--- config.mk ---
export PLATFORM = sky130hd
export DESIGN_NAME = logo_bouncer
export DESIGN_NICKNAME = d
export VERILOG_FILES = /design/src/rtl/logo_bouncer.sv
export SDC_FILE = /design/constraint.sdc
export NUM_CORES = 1
export LEC_CHECK = 0
export BUFFER_PORTS_ARGS = -buffer_cell sky130_fd_sc_hd__buf_2
export CAP_MARGIN = 15
export CORE_ASPECT_RATIO = 0.7
export CORE_UTILIZATION = 63
export CTS_CLUSTER_DIAMETER = 30
export DETAILED_ROUTE_END_ITERATION = 10
export MAX_ROUTING_LAYER = met4
export PLACE_DENSITY_LB_ADDON = 0.1
export SLEW_MARGIN = 20
export SYNTH_ARGS = -nofsm -noshare
export SYNTH_HDL_FRONTEND = slang
export SYNTH_SLANG_ARGS = --single-unit
--- constraint.sdc ---
create_clock -name pclk -period 7.4 [get_ports pclk]
set_input_delay 1.11 -clock pclk [delete_from_list [all_inputs] [get_ports pclk]]
set_output_delay 1.11 -clock pclk [all_outputs]
set_load 0.1 [all_outputs]
--- src/rtl/logo_bouncer.sv ---
// Bouncing-logo position engine: owns the logo's top-left corner and direction,
// moves it by a per-axis step on each qualified tick and reports edge/corner hits.
module logo_bouncer #(
    parameter int H_RES = 640,
    parameter int V_RES = 480,
    parameter int CW    = 10,
    parameter int SW    = 4,
    parameter int X0    = 430,
    parameter int Y0    = 50,
    parameter int BCW   = 16
) (
    input  logic            pclk,
    input  logic            rst,
    input  logic            tick,
    input  logic            run,
    input  logic            load,
    input  logic [CW-1:0]   load_x,
    input  logic [CW-1:0]   load_y,
    input  logic [SW-1:0]   step_x,
    input  logic [SW-1:0]   step_y,
    input  logic [CW-1:0]   logo_length,
    input  logic [CW-1:0]   logo_hight,
    output logic [CW-1:0]   logo_x,
    output logic [CW-1:0]   logo_y,
    output logic            dir_x,
    output logic            dir_y,
    output logic            hit_x,
    output logic            hit_y,
    output logic            corner,
    output logic [BCW-1:0]  bounce_cnt,
    output logic            moving
);

    localparam logic [1:0] IDLE = 2'd0;
    localparam logic [1:0] RUN  = 2'd1;
    localparam logic [1:0] HOLD = 2'd2;

    localparam logic [CW-1:0] H_LIM = CW'(H_RES);
    localparam logic [CW-1:0] V_LIM = CW'(V_RES);
    localparam logic [CW-1:0] X_RST = CW'(X0);
    localparam logic [CW-1:0] Y_RST = CW'(Y0);

    logic [1:0]    state;
    logic [1:0]    state_nxt;
    logic [CW-1:0] x_max;
    logic [CW-1:0] y_max;
    logic          mv;
    logic [CW+1:0] res_x;
    logic [CW+1:0] res_y;

    // One axis move; result packs {hit, dir, pos}. Out-of-range clamping takes
    // priority so a shrinking window always pulls the logo back inside.
    function automatic logic [CW+1:0] axis_move(
        input logic [CW-1:0] pos,
        input logic          dir,
        input logic [SW-1:0] step,
        input logic [CW-1:0] lim
    );
        logic [CW:0] nxt;
        nxt = '0;
        if (pos > lim) begin
            axis_move = {1'b1, 1'b1, lim};
        end else if (lim == '0 || step == '0) begin
            axis_move = {1'b0, dir, pos};
        end else if (!dir) begin
            nxt = {1'b0, pos} + (CW+1)'(step);
            if (nxt >= {1'b0, lim})
                axis_move = {1'b1, 1'b1, lim};
            else
                axis_move = {1'b0, 1'b0, nxt[CW-1:0]};
        end else begin
            nxt = {1'b0, pos} - (CW+1)'(step);
            if (nxt[CW] || nxt == '0)
                axis_move = {1'b1, 1'b0, {CW{1'b0}}};
            else
                axis_move = {1'b0, 1'b1, nxt[CW-1:0]};
        end
    endfunction

    assign x_max  = (logo_length < H_LIM) ? (H_LIM - logo_length) : '0;
    assign y_max  = (logo_hight  < V_LIM) ? (V_LIM - logo_hight)  : '0;
    assign mv     = (state == RUN) && tick;
    assign moving = (state == RUN);
    assign res_x  = axis_move(logo_x, dir_x, step_x, x_max);
    assign res_y  = axis_move(logo_y, dir_y, step_y, y_max);

    always_comb begin
        state_nxt = state;
        case (state)
            IDLE:    if (run)  state_nxt = RUN;
            RUN:     if (!run) state_nxt = HOLD;
            HOLD:    if (run)  state_nxt = RUN;
            default: state_nxt = IDLE;
        endcase
    end

    always_ff @(posedge pclk or negedge rst) begin
        if (!rst) begin
            state      <= IDLE;
            logo_x     <= X_RST;
            logo_y     <= Y_RST;
            dir_x      <= 1'b0;
            dir_y      <= 1'b1;
            hit_x      <= 1'b0;
            hit_y      <= 1'b0;
            corner     <= 1'b0;
            bounce_cnt <= '0;
        end else begin
            state  <= state_nxt;
            hit_x  <= 1'b0;
            hit_y  <= 1'b0;
            corner <= 1'b0;
            if (load) begin
                // load wins over a coincident move and never counts as a bounce
                logo_x <= (load_x > x_max) ? x_max : load_x;
                logo_y <= (load_y > y_max) ? y_max : load_y;
            end else if (mv) begin
                logo_x <= res_x[CW-1:0];
                dir_x  <= res_x[CW];
                hit_x  <= res_x[CW+1];
                logo_y <= res_y[CW-1:0];
                dir_y  <= res_y[CW];
                hit_y  <= res_y[CW+1];
                corner <= res_x[CW+1] & res_y[CW+1];
                if ((res_x[CW+1] | res_y[CW+1]) && bounce_cnt != '1)
                    bounce_cnt <= bounce_cnt + BCW'(1);
            end
        end
    end

endmodule

==> flow_metrics.tcl <==
set metrics [dict create \
    wl_microns 17780 \
    synth-async-reset-ratio_pct 100.0 \
    synthCells 722 \
    maxCapViolations 0 \
    finalNonFillerCells 913 \
    fin_nets 928 \
    hold_path.startpoint "state[0]" \
    gp_congestion 1.030 \
    post_cts_buffers 0 \
    reg2regPathDepth 17 \
    worstPathArrival_ps 5390 \
    cts_buffer_depth 2 \
    netlist.area_leader.share_pct 16.92 \
    rsz0062_at_grt "false" \
    die-area_sq_um 9666 \
    cts_tree "done" \
    syn_area_per_cell_sq_um 8.089 \
    synth-edff-count 0 \
    critPathSlowestCell "or4b_1" \
    grt_pass1_vias 5479 \
    ys_seq_area_share_pct 18.64 \
    diodes 0 \
    leakagePower_nw 2.973 \
    dp_hpwl_microns 14060 \
    crit_start "logo_length[0]" \
    critPathLaunchType "primary input" \
    yosys-top-cells-area "ha_1 17%, dfrtp_1 14%, xnor2_1 5.2%" \
    vdd_drop_max_uv 200.1 \
    yosys_warnings 0 \
    grt_antenna_before_repair 0 \
    setup_viol 0 \
    drive_above_1_share_pct 17.53 \
    slew_headroom_pct 35.01 \
    row_count 28 \
    io_buffers 94 \
    grt_max_degree 44 \
    reg2reg_setup_slack_ps 2580 \
    required_ps 7570 \
    core-area_sq_um 8723 \
    drc 0 \
    dr.pass1.iters 5 \
    grt_pass1_wl_microns 27980 \
    vias_per_cell 6.607 \
    max_stage_delay_ps 530 \
    skew_ps 8.260 \
    die_y_microns 82.56 \
    drv_slew 0 \
    yosysTopAreaCell "ha_1" \
    fin_crit_sh_pct 70.51 \
    path_class "primary input to register" \
    wire_per_inst_microns 19.47 \
    hold_path.class "register to register" \
    crit_chain "buf_2 -> inv_1 -> ha_1 -> or4b_1 -> or2_2 -> o21ai_0 -> xor2_1 -> nor2_1 -> inv_1 -> ha_1 -> a211o_1 -> a31oi_1 -> o31a_1 -> o21a_1 -> nand2_1 -> a31oi_4 -> a21oi_1 -> nand4_1 -> mux2_1" \
    p_per_area_nw_per_um2 250.2 \
    timing.hold.ws_ps 504.0 \
    crit_end "bounce_cnt[12]" \
    fp.dieW_microns 117.1 \
    drtIter0Drc 599 \
    fmax_ghz 0.1917 \
    synth_seq_cells 43 \
    top_level_ports 95 \
    clk_latency_ps 290 \
    final_cell_mix "94 x buf_2, 79 x ha_1, 57 x nor2_1" \
    critPathMaxFanout 8 \
    layout_commonest_cell "buf_2" \
    synth_area_sq_um 5841 \
    hold_viol 0 \
    start_util_pct 66.95 \
    overflow 0 \
    cts-root-buf "clkbuf_16" \
    worst_pin_slew_ps 974.8 \
    final_core_util_pct 74.51 \
    clk_pin_slew_worst_paths_ps 70 \
    vias 6032 \
    status "finished clean" \
    area_growth_pct 11.29 \
    cts_made_buffers 5 \
    cts_hold_buf 0 \
    fin_crit_ps 5218 \
    ys_dominant_reg_cell "dfrtp_1" \
    htreeDepth 2 \
    worstReg2RegStart "logo_y[1]" \
    setup_tns_ps 0 \
    dp_slack_ps 1750 \
    final_antenna_net_count 0 \
    clock_sinks 43 \
    cts_resized 0 \
    grt.total_usage_pct 39.58 \
    ys_types 83 \
    dp_cells 905 \
    cp-end-kind "register" \
    rr_endpoint "bounce_cnt[12]" \
    layout_setup_ws_ps 2182 \
]
[per-layer routing]
layer / global-route usage [%] / wire length, microns / vias up
li1: - / - / 2812
met1: 55.29 / 8264 / 2816
met2: 57.63 / 7185 / 374
met3: 10.22 / 2085 / 30
met4: 7.342 / 240 / 0
met5: - / 0 / -
[state kept, by name (all words and copies together) (netlist names)]
signal,cells
bounce_cnt,16
hit_x,1
dir_y,1
hit_y,1
logo_y,10
logo_x,10
corner,1
dir_x,1
state,2
[final cells by class]
type                       instances  area, sq um
clock buffer                       6        138.9
clock inverter                     2        35.03
fill                             700         2223
inverter                          55        206.4
multi-input combinational        593         4410
sequential                        43         1089
tap                              120        150.1
timing repair buffer              94        470.5
[power breakdown]
group | switching, mW | leakage (nW) | internal (mW) | total (mW)
Sequential | 0.0844 | 0.529 | 0.277 | 0.362
Combinational | 0.690 | 2.36 | 0.309 | 1.00
Clock | 0.0967 | 0.0868 | 0.168 | 0.265
Total | 0.871 | 2.97 | 0.755 | 1.63
[through the flow]
stage	instance area, sq um	power, mW
3_3_place_gp	6315	1.296
3_5_place_dp	6315	1.329
2_1_floorplan	5848	1.109
5_1_grt	6500	1.720
6_report	6500	1.626
4_1_cts	6489	1.599
[cells in the mapped netlist (15+ instances only)]
cell type  number
clkbuf_1       22
ha_1           79
xnor2_1        35
nor2b_1        15
nor2_1         57
o21ai_0        32
dfrtp_1        33
nand2_1        44
and3_1         16
inv_1          54
nand3_1        23
nand4_1        15
a21oi_1        46
[cells by family after synthesis]
kind of cell             share of synthesized area [%]
AO/OA/AOI/OAI                                    26.95
XOR/XNOR                                         7.348
adder cells (fa/ha/maj)                          18.29
buffers and inverters                            6.169
flip-flops                                       18.64
multiplexers                                     2.185
other                                          0.06421
AND/OR/NAND/NOR                                  20.35
[worst max-delay path, delay by kind of cell]
kind | cells | cell delay, ps
adder cells (fa/ha/maj) | 2 | 470
AO/OA/AOI/OAI | 7 | 1520
multiplexers | 1 | 330
XOR/XNOR | 1 | 110
buffers and inverters | 3 | 370
AND/OR/NAND/NOR | 5 | 1450
[how the worst min path moves through the flow]
stage,endpoint,depth (start not counted)
5_1_grt,state[0],1
3_5_place_dp,bounce_cnt[6],1
3_3_place_gp,bounce_cnt[10],1
6_report,state[0],1
2_1_floorplan,state[0],1
4_1_cts,bounce_cnt[6],1
No activity file was read; power rests on OpenSTA's default activity.
